**src/rtl/fetch_stage.sv**
```systemverilog
// Instruction-fetch stage: owns the program counter, presents it to the
// instruction memory and captures the returned 24-bit word into the IF/ID
// pipeline register. Handles stalls, redirects (flush), a halt word and
// fetches that would run past the end of instruction memory.
module fetch_stage #(
    parameter logic [23:0] RESET_VECTOR = 24'h000000,
    parameter int          IMEM_BYTES   = 64,
    parameter logic [23:0] HALT_WORD    = 24'hFFFFFF
) (
    input  logic        Clock,
    input  logic        Reset,
    input  logic        Stall,
    input  logic        Redirect,
    input  logic [23:0] Target,
    input  logic [23:0] Instruction,
    output logic [23:0] PCAddress,
    output logic [23:0] IFIDInstruction,
    output logic [23:0] IFIDPC,
    output logic        IFIDValid,
    output logic        Halted,
    output logic        Fault
);

    typedef enum logic [1:0] {
        RUN    = 2'd0,
        HALTED = 2'd1,
        FAULT  = 2'd2
    } state_t;

    // Highest legal byte address, widened so PC+2 can never wrap around.
    localparam logic [24:0] LAST_BYTE = 25'(IMEM_BYTES - 1);

    state_t      state_reg;
    logic [23:0] pc_reg;
    logic [23:0] ifid_instr_reg;
    logic [23:0] ifid_pc_reg;
    logic        ifid_valid_reg;
    logic        halted_reg;
    logic        fault_reg;
    logic        fetch_in_range;

    // The last byte of a 3-byte instruction must still lie inside memory.
    always_comb begin
        fetch_in_range = ({1'b0, pc_reg} + 25'd2) <= LAST_BYTE;
    end

    // PC, IF/ID register and fetch state machine; Redirect beats Stall,
    // Stall beats the per-state action.
    always_ff @(posedge Clock or negedge Reset) begin
        if (!Reset) begin
            state_reg      <= RUN;
            pc_reg         <= RESET_VECTOR;
            ifid_instr_reg <= 24'h000000;
            ifid_pc_reg    <= 24'h000000;
            ifid_valid_reg <= 1'b0;
            halted_reg     <= 1'b0;
            fault_reg      <= 1'b0;
        end else if (Redirect) begin
            // Flush: anything fetched speculatively (including a halt or a
            // fault) is cancelled. Alignment is not checked; range is
            // checked when the new PC is actually fetched.
            pc_reg         <= Target;
            ifid_valid_reg <= 1'b0;
            state_reg      <= RUN;
            halted_reg     <= 1'b0;
            fault_reg      <= 1'b0;
        end else if (!Stall) begin
            case (state_reg)
                RUN: begin
                    if (!fetch_in_range) begin
                        state_reg      <= FAULT;
                        fault_reg      <= 1'b1;
                        ifid_valid_reg <= 1'b0;
                    end else if (Instruction == HALT_WORD) begin
                        // The halt word is still handed to decode, but the
                        // PC parks on it.
                        ifid_instr_reg <= Instruction;
                        ifid_pc_reg    <= pc_reg;
                        ifid_valid_reg <= 1'b1;
                        state_reg      <= HALTED;
                        halted_reg     <= 1'b1;
                    end else begin
                        ifid_instr_reg <= Instruction;
                        ifid_pc_reg    <= pc_reg;
                        ifid_valid_reg <= 1'b1;
                        pc_reg         <= pc_reg + 24'd3;
                    end
                end
                HALTED, FAULT: begin
                    // Parked: emit bubbles until redirected or reset.
                    ifid_valid_reg <= 1'b0;
                end
                default: begin
                    // Unreachable encoding: park safely in FAULT.
                    ifid_valid_reg <= 1'b0;
                    state_reg      <= FAULT;
                    halted_reg     <= 1'b0;
                    fault_reg      <= 1'b1;
                end
            endcase
        end
    end

    // Outputs come straight from registers.
    always_comb begin
        PCAddress       = pc_reg;
        IFIDInstruction = ifid_instr_reg;
        IFIDPC          = ifid_pc_reg;
        IFIDValid       = ifid_valid_reg;
        Halted          = halted_reg;
        Fault           = fault_reg;
    end

endmodule

```
**config.mk**
```make
export PLATFORM = sky130hd
export DESIGN_NAME = fetch_stage
export DESIGN_NICKNAME = d
export VERILOG_FILES = /design/src/rtl/fetch_stage.sv
export SDC_FILE = /design/constraint.sdc
export NUM_CORES = 1
export LEC_CHECK = 0
export BUFFER_PORTS_ARGS = -buffer_cell sky130_fd_sc_hd__buf_4
export CAP_MARGIN = 30
export CELL_PAD_IN_SITES_DETAIL_PLACEMENT = 1
export CELL_PAD_IN_SITES_GLOBAL_PLACEMENT = 1
export CORE_ASPECT_RATIO = 0.7
export CORE_UTILIZATION = 38
export CTS_CLUSTER_DIAMETER = 80
export CTS_CLUSTER_SIZE = 14
export DETAILED_ROUTE_END_ITERATION = 7
export PLACE_DENSITY = 0.8
export SLEW_MARGIN = 20
export SYNTH_ARGS = -nofsm -noshare
export SYNTH_HDL_FRONTEND = slang
export SYNTH_SLANG_ARGS = --single-unit
```
**constraint.sdc**
```tcl
create_clock -name Clock -period 4.08 [get_ports Clock]
set_input_delay 0.408 -clock Clock [delete_from_list [all_inputs] [get_ports Clock]]
set_output_delay 0.408 -clock Clock [all_outputs]
set_load 0.02 [all_outputs]
```
Yosys cells after proc, flatten, opt, wreduce, memory -nomap -nowiden --
Index checks and enable logic that the tools add are counted.
Word-level totals: word-level logic and storage cells 54, bits in registers 77, output and inout bits 75
Operators by class: mux-type cells 23, eq/ne operators 10, reduce and logical (&&, ||, !) cells 9, magnitude comparators 1, bitwise logic cells 2, $add $sub $neg 2
Operator list (number):
- $mux 24 | 5
- $add 24x2->25 const B | 1
- $le 25x6->1 const B | 1
- $add 24x2->24 const B | 1
- $eq 24x24->1 const B | 1
- $reduce_and 4->1 | 3
- $mux 1 | 11
- $ne 3x3->1 const B | 3
- $mux 2 | 4
- $reduce_and 3->1 | 2
- $ne 2x2->1 const B | 2
- $ne 4x4->1 const B | 1
- $pmux 1 s2 | 2
- $pmux 2 s2 | 1
- $reduce_bool 2->1 | 2
- $eq 2x1->1 const B | 1
- $eq 2x2->1 const B | 1
- $logic_not 2->1 | 1
- $ne 2x1->1 const B | 1
- $not 1->1 | 2
- $reduce_or 2->1 | 1

Longest topological paths before layout --
Gate-level depths: netlist of run 1.
depth after elaboration 6, mapped depth 12, depth with buffers taken out 8

Worst setup path after synthesis of run 1 --
Ideal clock, no wire load.
path type flip-flop to flip-flop, from register pc_reg[2], in the netlist PCAddress[2], to register ifid_instr_reg[20], in the netlist IFIDInstruction[20], required time 3955 ps, cell stages (with the launch flop) 12, slack 653 ps, library setup time 125 ps, arrival time 3302 ps, path through dfrtp_1 ha_1 nand2_1 nor4_1 xnor2_1 nand4bb_1 or4_1 buf_2 or4_4 buf_6 buf_6 mux2_4
On the way: cells in the longest elaborated chain, start to end 3
Ends and longest elaborated chain:
- start: declaration | line 34 | logic [23:0] pc_reg;
- start signal: assignment | line 62 | pc_reg <= Target;
- start signal: assignment | line 86 | pc_reg <= pc_reg + 24'd3;
- $add 24x2->25 | line 44 | fetch_in_range = ({1'b0, pc_reg} + 25'd2) <= LAST_BYTE;
- $le 25x6->1 | line 44
- $reduce_and 4->1 (no line)
- end signal: assignment | line 77 | ifid_instr_reg <= Instruction;
- end signal: assignment | line 83 | ifid_instr_reg <= Instruction;
- end: declaration | line 35 | logic [23:0] ifid_instr_reg;
Every way passes these cells. A chain may end at the register's enable or synchronous reset.

Worst setup path in the final report of run 1 --
from register pc_reg[4], in the netlist PCAddress[4], to register ifid_instr_reg[22], in the netlist IFIDInstruction[22]
Same word-level chain as after synthesis.

==> results.txt, run 1 <==
postcts setup bufs - 0
Antenna diodes - 0
clock skew - 5.36 ps
EDFF count, synth - 0
Worst Setup End Kind - register
Worst-Margin Slew - 559 ps
Syn. warnings - 0
vias in the first global route - 3074
most common cell in the netlist - dfrtp_1
post-synthesis cell type count - 48
post-synth top area share - 53.1%
Synth Register Bits - 77
# setup viols final - 0
pin count of the biggest net entering global routing - 78
# IOs - 127
# H-tree levels - 3
cts repair resizes - 0
Tmin final - 3790 ps
CTS buffer count - 9
routed vias/inst - 5.28
crit path DAT - 4010 ps
Finished Core Util - 54.4%
pwr dens - 381 nW/um2
Rel. slew slack - 62.7%
antenna-violating nets left - 0
Leak - 2.45 nW
peak supply drop - 0.193 mV
first-pass GRT wire length - 17.0 mm
DRC - 0
FMAX - 264 MHz
ys flop type - dfrtp_1
CTS root buf - clkbuf_16
core area - 9180 um2
CTS Hold Bufs - 0
Tot GR Track Use - 22.2%
average wire per standard cell - 18.4 um
worst skew pair latency - 340 ps
Synth Instances - 312
Syn Nets - 369
mapped cell area - 3630 um2
Worst Path Max Fanout - 48
clock sinks - 77
Hold/Removal Path Class - in -> async
sequential fraction of the synthesis area - 53.1%
Routed WL - 10.4 mm
grt ovf - 0
Die W - 119 um
placed wire-length estimate - 7.65 mm
Starting Density - 39.5%
Synth area leaders - dfrtp_1 (53%), mux2_2 (13%), and2_1 (3.1%), nand4_1 (2.2%), ha_1 (1.7%)
input/output buffers - 126
DRT iter0 DRCs - 185
Clock Pin Slew Worst Setup and Hold Paths - 60 ps
Post-synth ARST share - 100%
Pwr Total - 0.00190 W
CP Launch Type - register
first drt pass iteration count - 4
r2r setup slk - 290 ps
GPL Wtd Cong - 0.813
Die H - 83.8 um
Synth area leader - dfrtp_1
layout cells sized above 1 - 45.0%
RSZ-0062 raised after global routing - no
max cap viols - 0
DR vias - 2986
Worst EP required - 4300 ps
Post-Syn Area per Cell - 11.6 um2
status - finished, final reports clean
initial antenna violation count - 0
Die ar. - 9950 um2
placed insts - 549
list of most frequent post-synthesis cells - dfrtp_1 (77), mux2_2 (43), and2_1 (18)
Final Hold Vio Count - 0
CTS tree - done
crit path kind - reg -> reg
deepest clock path buffer count - 2
Final period util - 92.9%
Finished Layout Cells - 566
row count - 29
NumNets Final - 494
area grow syn2layout - 37.6%
setup TNS - 0 ps
final max-slew violation count - 0
==> metal layers <==
metal	part of all wire, %	global-route usage [%]
met5	0	0
met4	1.5	7.83
met3	5.0	4.85
met2	47	35.5
met1	46	29.8
==> critical path: stages (launching register included) <==
cell	delay (ps)
dfrtp_1	540
nand4_2	360
nor4_2	600
xnor2_1	180
nand4bb_1	130
or4_1	650
or4_4	820
mux2_4	380
==> worst paths after layout <==
check,start,cells past startpoint,endpoint
hold / removal,Reset,1,IFIDInstruction[2]$_DFFE_PN0P_
setup reg to reg,PCAddress[4]$_DFFE_PN0P_,7,IFIDInstruction[22]$_DFFE_PN0P_
setup / recovery,PCAddress[4]$_DFFE_PN0P_,7,IFIDInstruction[22]$_DFFE_PN0P_
min in group Clock,Target[18],3,PCAddress[18]$_DFFE_PN0P_
hold reg to reg,IFIDPC[23]$_DFFE_PN0P_,1,IFIDPC[23]$_DFFE_PN0P_
max in group asynchronous,Reset,2,IFIDPC[3]$_DFFE_PN0P_
==> cells in the final DEF, fill, tap and decap left out, types with 2 or more instances in the layout <==
cell type and n:
a211oi_1 3, a21oi_1 7, a31o_2 3, a31oi_1 7, and2_1 18, and3_1 2
and4b_1 3, buf_4 127, clkbuf_16 9, clkinvlp_4 3, dfrtp_1 77, ha_1 5
inv_1 13, inv_6 2, mux2_2 43, mux2_4 3, nand2_1 14, nand2b_1 7
nand3_1 10, nand4_1 13, nor2_1 13, nor3_1 7, nor4_1 7, nor4_2 3
o2111ai_1 2, o21ai_0 6, o22ai_1 2, o31a_1 2, o31ai_1 3, or4_1 5
xnor2_1 3
==> logic make-up after synthesis <==
family / after synthesis / share of synthesized area [%]
AO/OA/AOI/OAI: 44 / 8.38
XOR/XNOR: 3 / 0.724
adder cells (fa/ha/maj): 5 / 1.72
buffers and inverters: 27 / 3.55
flip-flops: 77 / 53.1
multiplexers: 46 / 14.6
AND/OR/NAND/NOR: 110 / 17.9
==> area by class of cell <==
type	count	area, um2
timing repair buffer	128	973
multi-input combinational	208	1580
fill	981	4190
sequential	77	1930
clock buffer	10	239
tap	124	155
inverter	13	48.8
clock inverter	6	70.1
==> per-stage QoR <==
stage               hold slack, ps  setup slack, ps  instance area, um2
global route                  23.8             85.6                4990
detailed placement             472              211                4660
finish                        3.29              288                4990
global placement               471              444                4660
CTS                            268              185                4970
floorplan                      112              653                3630
==> power breakdown <==
part | leakage [nW] | switching, W | internal, W | total (W)
Sequential | 1.02 | 0.0000469 | 0.000788 | 0.000835
Combinational | 1.30 | 0.000129 | 0.000111 | 0.000240
Clock | 0.142 | 0.000331 | 0.000495 | 0.000825
Total | 2.45 | 0.000506 | 0.00139 | 0.00190
No activity file was read; power rests on OpenSTA's default activity.
==> run 2, diff against run 1 <==
--- a/config.mk
+++ b/config.mk
@@ -11,3 +11,2 @@
 export CELL_PAD_IN_SITES_GLOBAL_PLACEMENT = 1
-export CORE_ASPECT_RATIO = 0.7
 export CORE_UTILIZATION = 38
--- a/constraint.sdc
+++ b/constraint.sdc
@@ -3,2 +3,2 @@
 set_output_delay 0.408 -clock Clock [all_outputs]
-set_load 0.02 [all_outputs]
+set_load 0.05 [all_outputs]
==> run 2 against run 1 <==
  * Non-clock buffer count unchanged
  * Setup slack improved by 6.6 ps
  * Fmax increased by 0.18%
  * Core utilization decreased by 1.6 points
  * Sequential share of layout area increased by 0.88 points
  * Die area about the same
  * Critical endpoint is now IFIDInstruction[21]$_DFFE_PN0P_
  * Highest routed layer unchanged
==> results.txt, run 2 (synthesized netlist as in run 1, its figures left out) <==
first drt pass iteration count - 4
most frequent cells in the layout - buf_4 (127), dfrtp_1 (77), mux2_2 (43)
clock sinks - 77
CTS buffer count - 9
vias in the first global route - 3259
Worst Setup End Kind - register
layout cells sized above 1 - 44.7%
area grow syn2layout - 34.5%
Worst Path Max Fanout - 48
crit path kind - reg -> reg
Worst-Margin Slew - 580 ps
DRC - 0
pin count of the biggest net entering global routing - 78
first-pass GRT wire length - 16.5 mm
Worst path slowest cell - or4_4
final max-slew violation count - 0
placed insts - 554
peak supply drop - 0.175 mV
Tot GR Track Use - 21.5%
clock skew - 6.82 ps
average wire per standard cell - 17.7 um
WHS - 22.8 ps
Tmin final - 3790 ps
Die W - 99.7 um
# IOs - 127
Antenna diodes - 0
grt ovf - 0
FMAX - 264 MHz
cts repair resizes - 0
DRT iter0 DRCs - 84
Routed WL - 10.1 mm
crit path DAT - 4020 ps
CP top delay family - simple AND/OR/NAND/NOR gates
Hold/Removal Path Class - in -> async
row count - 35
deepest clock path buffer count - 2
Die H - 99.7 um
pwr dens - 352 nW/um2
Critical Path Max Stage Delay - 830 ps
status - finished, final reports clean
CP Launch Type - register
Starting Density - 39.3%
routed vias/inst - 5.30
CTS tree - done
Final Hold Vio Count - 0
setup TNS - 0 ps
CTS root buf - clkbuf_8
WP buf/inv - 0
# H-tree levels - 3
input/output buffers - 126
antenna-violating nets left - 0
DR vias - 3019
max cap viols - 0
RSZ-0062 raised after global routing - no
# setup viols final - 0
CTS Hold Bufs - 0
Worst EP required - 4320 ps
worst skew pair latency - 350 ps
postcts setup bufs - 0
initial antenna violation count - 0
core area - 9240 um2
Finished Layout Cells - 570
crit-path cells - nand4_2 > nor4_1 > xnor2_1 > nand4bb_1 > or4_1 > or4_4 > mux2_4
GPL Wtd Cong - 0.785
commonest non-fill, non-tap cell in the layout - buf_4
placed wire-length estimate - 7.31 mm
Leak - 2.41 nW
Rel. slew slack - 61.3%
Die ar. - 9940 um2
Final period util - 92.8%
NumNets Final - 494
Clock Pin Slew Worst Setup and Hold Paths - 80 ps
==> run 2: area by class of cell <==
cell class / instances / area (um2)
flip-flops and latches: 77 / 1930
fillers: 1021 / 4360
repair buffers: 128 / 973
well taps: 129 / 161
clock buffers: 10 / 138
inverters: 13 / 48.8
multi-input cells: 208 / 1570
clock inverters: 5 / 60.1
==> run 2: worst paths after layout <==
path / start / end / slack [ps] / cells past startpoint
worst max-delay path: PCAddress[3]$_DFFE_PN0P_ / IFIDInstruction[21]$_DFFE_PN0P_ / 290 / 7
worst min-delay path: Reset / IFIDInstruction[1]$_DFFE_PN0P_ / 20 / 1
worst max register to register: PCAddress[3]$_DFFE_PN0P_ / IFIDInstruction[21]$_DFFE_PN0P_ / 290 / 7
worst min register to register: IFIDPC[20]$_DFFE_PN0P_ / IFIDPC[20]$_DFFE_PN0P_ / 500 / 1
max in group asynchronous: Reset / PCAddress[23]$_DFFE_PN0P_ / 3470 / 2
min in group Clock: Target[19] / PCAddress[19]$_DFFE_PN0P_ / 280 / 3
==> run 2: layer usage <==
metal / global-route usage, % / wire length (um) / vias up
li1: - / - / 1396
met4: 6.90 / 157 / 0
met2: 36.0 / 5090 / 77
met1: 27.2 / 4340 / 1535
met5: 0 / 0 / -
met3: 5.62 / 495 / 11
==> run 2: per-stage QoR <==
stage / util [%] / setup slack, ps / area (um2) / total power [W]
floorplan: - / 413 / 3630 / 0.00101
global placement: 50.5 / 477 / 4660 / 0.00113
detailed placement: 50.5 / 334 / 4660 / 0.00114
CTS: 52.6 / 309 / 4860 / 0.00173
global route: 52.8 / 47.2 / 4880 / 0.00179
finish: 52.8 / 295 / 4880 / 0.00172
==> run 2: power by group <==
part / switching (W) / internal, W / total, W
sequential: 0.0000457 / 0.000787 / 0.000832
combinational: 0.000182 / 0.000112 / 0.000294
clock: 0.000294 / 0.000298 / 0.000592
